`src/rtl/rv_bus_pkg.sv`:
```
// Shared types for the RV32I memory bus arbiter.
// Arbiter state encoding and fault-cause codes.
package rv_bus_pkg;

    typedef enum logic [1:0] {
        IDLE  = 2'd0,
        FETCH = 2'd1,
        DATA  = 2'd2
    } arb_state_e;

    localparam logic FAULT_FETCH = 1'b0;
    localparam logic FAULT_DATA  = 1'b1;

endpackage

```
`src/rtl/bus_wait_timer.sv`:
```
// Wait-state counter for one bus transaction.
// Flags the last allowed BusReq cycle; tied off when MAX_WAIT is 0.
module bus_wait_timer #(
    parameter int MAX_WAIT = 15
) (
    input  logic clk,
    input  logic rst,
    input  logic clr_i,
    input  logic en_i,
    output logic expired_o
);

    localparam int CW = (MAX_WAIT > 0) ? $clog2(MAX_WAIT + 1) : 1;

    if (MAX_WAIT == 0) begin : g_off
        logic unused_tie;
        assign unused_tie = ^{clk, rst, clr_i, en_i};
        assign expired_o  = 1'b0;
    end else begin : g_on
        localparam logic [CW-1:0] LAST = CW'(MAX_WAIT - 1);
        logic [CW-1:0] cnt_q, cnt_d;

        // Clear at grant, count each cycle the slave is not ready
        always_comb begin
            cnt_d = cnt_q;
            if (clr_i) begin
                cnt_d = '0;
            end else if (en_i) begin
                cnt_d = cnt_q + CW'(1);
            end
        end

        // Counter register
        always_ff @(posedge clk or negedge rst) begin
            if (!rst) begin
                cnt_q <= '0;
            end else begin
                cnt_q <= cnt_d;
            end
        end

        assign expired_o = (cnt_q == LAST);
    end

endmodule

```
`src/rtl/mem_bus_arbiter.sv`:
```
// Shares one memory bus between instruction fetch and load/store.
// Data has priority; each access waits for BusReady or times out.
module mem_bus_arbiter
    import rv_bus_pkg::*;
#(
    parameter int ADDR_WIDTH = 32,
    parameter int DATA_WIDTH = 32,
    parameter int MAX_WAIT   = 15
) (
    input  logic                    clk,
    input  logic                    rst,
    input  logic                    InstrReqF,
    input  logic [ADDR_WIDTH-1:0]   PCF,
    input  logic                    FetchKill,
    output logic [DATA_WIDTH-1:0]   InstrF,
    output logic                    InstrValidF,
    output logic                    FetchStall,
    input  logic                    DataReqM,
    input  logic                    DataWeM,
    input  logic [ADDR_WIDTH-1:0]   DataAddrM,
    input  logic [DATA_WIDTH-1:0]   WriteDataM,
    input  logic [DATA_WIDTH/8-1:0] ByteEnM,
    output logic [DATA_WIDTH-1:0]   ReadDataM,
    output logic                    DataValidM,
    output logic                    MemStall,
    output logic                    BusReq,
    output logic                    BusWe,
    output logic [ADDR_WIDTH-1:0]   BusAddr,
    output logic [DATA_WIDTH-1:0]   BusWData,
    output logic [DATA_WIDTH/8-1:0] BusBe,
    input  logic [DATA_WIDTH-1:0]   BusRData,
    input  logic                    BusReady,
    output logic                    BusFault,
    output logic                    FaultCause
);

    localparam int BW = DATA_WIDTH / 8;

    arb_state_e state_q, state_d;
    logic [ADDR_WIDTH-1:0] addr_q, addr_d;
    logic [DATA_WIDTH-1:0] wdata_q, wdata_d;
    logic [BW-1:0] be_q, be_d;
    logic we_q, we_d;
    logic killed_q, killed_d;
    logic cause_q, cause_d;

    logic in_idle, in_fetch, in_data, busy;
    logic grant, expired, timeout, done;
    logic kill_now, fetch_ok, data_done;

    assign in_idle  = (state_q == IDLE);
    assign in_fetch = (state_q == FETCH);
    assign in_data  = (state_q == DATA);
    assign busy     = in_fetch | in_data;
    assign grant    = in_idle & (DataReqM | InstrReqF);

    bus_wait_timer #(
        .MAX_WAIT (MAX_WAIT)
    ) u_timer (
        .clk       (clk),
        .rst       (rst),
        .clr_i     (grant),
        .en_i      (busy & ~BusReady),
        .expired_o (expired)
    );

    assign timeout   = busy & ~BusReady & expired;
    assign done      = busy & (BusReady | timeout);
    assign kill_now  = killed_q | (in_fetch & FetchKill);
    assign fetch_ok  = in_fetch & done & ~kill_now;
    assign data_done = in_data & done;

    assign BusReq      = busy;
    assign BusWe       = in_data & we_q;
    assign BusAddr     = addr_q;
    assign BusWData    = wdata_q;
    assign BusBe       = be_q;
    assign BusFault    = timeout;
    assign FaultCause  = cause_q;

    assign InstrValidF = fetch_ok;
    assign InstrF      = (fetch_ok & BusReady) ? BusRData : '0;
    assign DataValidM  = data_done;
    assign ReadDataM   = (data_done & BusReady & ~we_q) ? BusRData : '0;

    assign FetchStall  = InstrReqF & ~fetch_ok;
    assign MemStall    = DataReqM & ~data_done;

    // Grant, latch request fields, and return to IDLE on completion
    always_comb begin
        state_d  = state_q;
        addr_d   = addr_q;
        wdata_d  = wdata_q;
        be_d     = be_q;
        we_d     = we_q;
        killed_d = killed_q;
        cause_d  = cause_q;
        unique case (state_q)
            IDLE: begin
                if (DataReqM) begin
                    state_d = DATA;
                    addr_d  = DataAddrM;
                    wdata_d = WriteDataM;
                    be_d    = ByteEnM;
                    we_d    = DataWeM;
                end else if (InstrReqF) begin
                    state_d  = FETCH;
                    addr_d   = PCF;
                    wdata_d  = '0;
                    be_d     = '0;
                    we_d     = 1'b0;
                    killed_d = FetchKill;
                end
            end
            FETCH: begin
                if (FetchKill) begin
                    killed_d = 1'b1;
                end
                if (done) begin
                    state_d  = IDLE;
                    killed_d = 1'b0;
                end
            end
            DATA: begin
                if (done) begin
                    state_d = IDLE;
                end
            end
            default: begin
                state_d = IDLE;
            end
        endcase
        if (timeout) begin
            cause_d = in_data ? FAULT_DATA : FAULT_FETCH;
        end
    end

    // Arbiter state and latched bus fields
    always_ff @(posedge clk or negedge rst) begin
        if (!rst) begin
            state_q  <= IDLE;
            addr_q   <= '0;
            wdata_q  <= '0;
            be_q     <= '0;
            we_q     <= 1'b0;
            killed_q <= 1'b0;
            cause_q  <= FAULT_FETCH;
        end else begin
            state_q  <= state_d;
            addr_q   <= addr_d;
            wdata_q  <= wdata_d;
            be_q     <= be_d;
            we_q     <= we_d;
            killed_q <= killed_d;
            cause_q  <= cause_d;
        end
    end

endmodule

```
`config.mk`:
```
export PLATFORM = sky130hd
export DESIGN_NAME = mem_bus_arbiter
export DESIGN_NICKNAME = d
export VERILOG_FILES = /design/src/rtl/rv_bus_pkg.sv /design/src/rtl/bus_wait_timer.sv /design/src/rtl/mem_bus_arbiter.sv
export SDC_FILE = /design/constraint.sdc
export NUM_CORES = 1
export LEC_CHECK = 0
export ABC_AREA = 1
export CAP_MARGIN = 20
export CORE_AREA = 2 2 108 110
export CTS_BUF_LIST = sky130_fd_sc_hd__clkbuf_4 sky130_fd_sc_hd__clkbuf_8
export CTS_CLUSTER_DIAMETER = 120
export DETAILED_ROUTE_END_ITERATION = 7
export DIE_AREA = 0 0 110 112
export DONT_BUFFER_PORTS = 1
export PLACE_DENSITY = 0.5
export RECOVER_POWER = 50
export SLEW_MARGIN = 20
export SYNTH_ARGS = -nofsm -noshare
export SYNTH_HDL_FRONTEND = slang
export SYNTH_SLANG_ARGS = --single-unit
```
`constraint.sdc`:
```
create_clock -name clk -period 2 [get_ports clk]
set_input_delay 0.3 -clock clk [delete_from_list [all_inputs] [get_ports clk]]
set_output_delay 0.3 -clock clk [all_outputs]
set_load 0.02 [all_outputs]
```
# After elaboration in Yosys (flattened, before gate mapping)

Cells that the tools add are included.
Widths: inputs -> output; s select.

Add/sub/neg operators: 1
Equal/unequal tests: 8
Mux-type cells: 22
Bitwise gates (word level): 23
Reductions and logical operators: 8

Operators with widths:

| kind                | count |
|---|---|
| $mux 32             | 6 |
| $mux 4              | 4 |
| $and 1x1->1         | 14 |
| $mux 1              | 7 |
| $mux 2              | 3 |
| $reduce_bool 2->1   | 3 |
| $not 1->1           | 5 |
| $add 4x1->4 const B | 1 |
| $eq 4x4->1 const B  | 1 |
| $ne 2x2->1 const B  | 2 |
| $or 1x1->1          | 4 |
| $pmux 2 s2          | 1 |
| $reduce_and 2->1    | 2 |
| $reduce_and 4->1    | 1 |
| $ne 3x2->1 const B  | 1 |
| $ne 3x3->1 const B  | 1 |
| $eq 2x1->1 const B  | 1 |
| $eq 2x2->1 const B  | 1 |
| $logic_not 2->1     | 1 |
| $ne 2x1->1 const B  | 1 |
| $pmux 1 s2          | 1 |
| $reduce_or 2->1     | 1 |

Register bits after elaboration: 77
Bits of input ports: 139

# Logic depth before layout (Yosys ltp)

Word-level depth: 10
Gate-level depth with buffers: 9

# By module

From an unflattened synthesis, not the netlist that was laid out.

Cells, all modules: 577
Area, all modules: 4136.5 um^2

Modules (own cells, without submodules):

| module          | instances | cells an instance | area an instance (um^2) |
|---|---|---|---|
| mem_bus_arbiter | 1         | 552               | 3926.3 |
| bus_wait_timer  | 1         | 25                | 210.2 |

# Worst setup path after synthesis

OpenSTA, ideal clock, no wires.

Kind: register to output
Start: register state_q[0]
End: output InstrF[11]
Arrival: 1659 ps
Data required time: 1700 ps
Slack: 41 ps
Cell stages (with the launch flop): 8
Buffers on the path: 1
Cells stage by stage: dfrtp_1 inv_1 ha_1 inv_1 a21oi_4 nand4_4 buf_6 nor2_1

Word-level cells in the longest chain between the ends: 10
Elaborated cells on any way between the ends: 14
Classes of those cells: eq/ne (2); mux (1); bitwise (11)

Ends and longest elaborated chain:

| item                                            | RTL line                                     | text |
|---|---|---|
| from (decl)                                     | mem_bus_arbiter.sv:39                        | `arb_state_e state_q, state_d;` |
| from (signal assigned)                          | mem_bus_arbiter.sv:149                       | `state_q <= state_d;` |
| $eq 2x1->1 / $eq 2x2->1 (equally long branches) | mem_bus_arbiter.sv:52, mem_bus_arbiter.sv:53 |  |
| $or 1x1->1 *                                    | mem_bus_arbiter.sv:54                        | `assign busy = in_fetch \| in_data;` |
| net BusReq                                      | mem_bus_arbiter.sv:26                        | `output logic BusReq,` |
| $and 1x1->1 (2 in series)                       | mem_bus_arbiter.sv:67                        | `assign timeout = busy & ~BusReady & expired;` |
| $or 1x1->1                                      | mem_bus_arbiter.sv:68                        | `assign done = busy & (BusReady \| timeout);` |
| $and 1x1->1 *                                   | mem_bus_arbiter.sv:68                        |  |
| $and 1x1->1 * (2 in series)                     | mem_bus_arbiter.sv:70                        | `assign fetch_ok = in_fetch & done & ~kill_now;` |
| $and 1x1->1 *                                   | mem_bus_arbiter.sv:82                        | `assign InstrF = (fetch_ok & BusReady) ? BusRData : '0;` |
| $mux 32 *                                       | mem_bus_arbiter.sv:82                        |  |
| to (decl)                                       | mem_bus_arbiter.sv:15                        | `output logic [DATA_WIDTH-1:0] InstrF,` |

Mark *: on every way through the listed nets, which the timed path passes. The rest lies on a longest branch.

# Worst setup path in the final report

Start: register state_q[0]
End: output InstrF[31]

Word-level cells in the longest chain between the ends: 10
Elaborated cells on any way between the ends: 14
Classes of those cells: eq/ne (2); mux (1); bitwise (11)

Ends and longest elaborated chain:

| item                                            | RTL line |
|---|---|
| $eq 2x1->1 / $eq 2x2->1 (equally long branches) | mem_bus_arbiter.sv:52, mem_bus_arbiter.sv:53 |
| $or 1x1->1                                      | mem_bus_arbiter.sv:54 |
| $and 1x1->1 (2 in series)                       | mem_bus_arbiter.sv:67 |
| $or 1x1->1                                      | mem_bus_arbiter.sv:68 |
| $and 1x1->1                                     | mem_bus_arbiter.sv:68 |
| $and 1x1->1                                     | mem_bus_arbiter.sv:70 |
| $and 1x1->1 *                                   | mem_bus_arbiter.sv:70 |
| $and 1x1->1 *                                   | mem_bus_arbiter.sv:82 |
| $mux 32 *                                       | mem_bus_arbiter.sv:82 |

Every way passes the cells marked *; elsewhere a longest branch is shown, timed or not.

==> impl_metrics.yaml <==
routing:
  viasPerCell: 5.06
  wl_per_cell_um: 17.3
  drt-initial-drc-count: 198
  vias: 3640
  finalWirelength_um: 12500
  dr.pass1.iters: 5
  route.detailed.drc: 0
  ant_nets: 0
synthesis:
  netlist_area_um2: 3910
  synth-seq-cells: 77
  netlist_instances: 510
  syn_nets: 654
  synth_area_per_cell_um2: 7.67
  synth.distinct_cells: 26
  ys_seq_area_share_pct: 49.2
  yosysWarnings: 0
timing:
  rsz0062_at_grt: "yes"
  fin_crit_sh_pct: 113
  fmax_ghz: 0.444
  finalCriticalPeriod_ns: 2.25
  relSlewSlack_pct: 55.2
  slew_viol_final: 0
  tns_ns: -8.06
  hold_viol: 77
  worst_pin_slew_ns: 0.672
  skew_ns: 0.0111
  hold_slack_ns: -0.367
  setup_ws_ns: -0.254
  setup_viol: 61
floorplan:
  fp.dieW_um: 110
  core_um2: 11200
  dieArea_um2: 12300
  die_y_um: 112
  io_pins: 279
  initial_core_util_pct: 35.0
  rows: 39
clock_tree:
  clkLatencyLatePin_ns: 0.35
  cts_buffers: 9
  cts_root_buf: "clkbuf_8"
  clk_path_buf_depth: 2
  cts_sinks: 77
  clk_pin_slew_ns: 0.08
  htree_levels: 3
  cts_tree: "built"
finish:
  fin_util_pct: 46.1
  multi_input_comb_area_um2: 1850
  most-common-layout-cells: "153 x nand2_1, 77 x dfrtp_1, 66 x nor2_1, 50 x buf_4, 40 x inv_1"
  layout.nets: 716
  antennaDiodeCount: 0
  fillers: 1081
  area_growth_pct: 31.6
  layout.cells.non_filler: 720
  seq_area_um2: 1930
  drive_above_1_share_pct: 26.9
  layout_commonest_cell: "nand2_1"
setup_path:
  worstSetupStartpointType: "flip-flop"
  end_kind: "output port"
  path_delay_family: "buffers and inverters"
  cp_data_required_time_ns: 1.70
  critical_path_depth: 8
  crit_buf_inv: 4
  critPathMostFrequentCell: "inv_2"
  worstPathArrival_ns: 1.95
  crit_type: "flip-flop to output port"
  critPathMaxStageDelay_ns: 0.39
  worstPathCellList: "inv_2 > ha_4 > inv_2 > a21oi_4 > nand4_4 > clkbuf_16 > nor2_4 > buf_6"
  path_max_fanout: 8
  rrSetupSlack_ns: 0.26
  rr_worst_depth: 6
  slowest_stage: "dfrtp_1"
place:
  dp.final_hpwl_um: 8500
  io_buffers: 0
  gp_congestion: 0.752
  placed_cells_incl_taps: 693
power:
  irDropWorstVdd_mv: 0.816
  p_leak_nw: 2.60
  power_density_nw_per_um2: 1350
hold_path:
  hold_path_class: "input port to asynchronous set/reset pin"
global_route:
  grt_max_degree: 78
  track_usage_pct: 18.2
  grt_first_pass_wirelength_um: 17200
  overflow: 0
  antenna_found_initial: 0
  grt_pass1_vias: 3409
flow_run:
  maxCapViolCount: 0
run_status:
  violations: "hold timing, setup timing"
  outcome: "complete, but fails checks"
==> state kept, by name, summed over array words and instances (netlist names) <==
register / count
BusAddr: 32
we_q: 1
BusWData: 32
FaultCause: 1
state_q: 2
killed_q: 1
u_timer.g_on.cnt_q: 4
BusBe: 4
==> layer usage <==
metal	share of wire [%]	vias up	GRT usage, %
met1	37	1711	19.2
met2	51	184	31.8
met3	10	26	6.97
met4	2.8	0	7.93
met5	0	-	0
li1	-	1719	-
==> worst paths after layout <==
kind                                 start            to
worst max-delay path            state_q[0]    InstrF[31]
worst min-delay path                   rst   BusAddr[10]
worst max register to register  state_q[1]    state_q[1]
worst min register to register    killed_q      killed_q
max in group asynchronous              rst  BusWData[21]
min in group clk                  DataReqM  BusWData[11]
==> cells by family after synthesis <==
family	synth area share, %
AO/OA/AOI/OAI	7.26
flip-flops	49.2
adder cells (fa/ha/maj)	1.60
buffers and inverters	9.21
AND/OR/NAND/NOR	32.4
multiplexers	0.288
==> final cells by class <==
type | instances | share of cell area [%]
flip-flops and latches | 77 | 37.4
multi-input cells | 352 | 35.9
repair buffers | 83 | 16.1
inverters | 49 | 3.57
well taps | 143 | 3.47
clock buffers | 13 | 3.11
clock inverters | 3 | 0.413
==> synthesized netlist by cell type (all sizes together) <==
cell type / instances / area [um^2]
a211oi: 1 / 12.5
a21oi: 3 / 26.3
a31oi: 32 / 200
buf: 19 / 128
clkbuf: 13 / 48.8
clkinv: 1 / 3.75
dfrtp: 77 / 1930
ha: 5 / 62.6
inv: 48 / 180
mux2: 1 / 11.3
nand2: 155 / 582
nand3: 41 / 210
nand4: 1 / 21.3
nor2: 104 / 450
nor3: 1 / 5.00
o21ai: 5 / 25.0
o21bai: 1 / 7.51
o22ai: 2 / 12.5
==> per-stage QoR <==
stage | setup slack, ns | cell area, um^2 | power [mW]
6_report | -0.254 | 5150 | 6.93
5_1_grt | -0.366 | 5150 | 7.42
4_1_cts | -0.212 | 4720 | 6.80
3_5_place_dp | 0.162 | 4500 | 5.66
3_3_place_gp | 0.209 | 4500 | 5.59
2_1_floorplan | 0.0406 | 3910 | 5.04
==> power by group <==
group / total, mW / switching [mW] / internal, mW
Combinational: 2.19 / 1.37 / 0.826
Sequential: 3.64 / 1.37 / 2.26
Clock: 1.10 / 0.571 / 0.528
==> repair_timing <==
item                                    CTS  global route
gates cloned                              0             6
buffers inserted                          2             3
endpoints found under the hold margin    77            77
pin swaps                                 1             2
resized for setup                        12            68
endpoints found under the setup margin   38            54
Power figures use the tool's default switching activity.
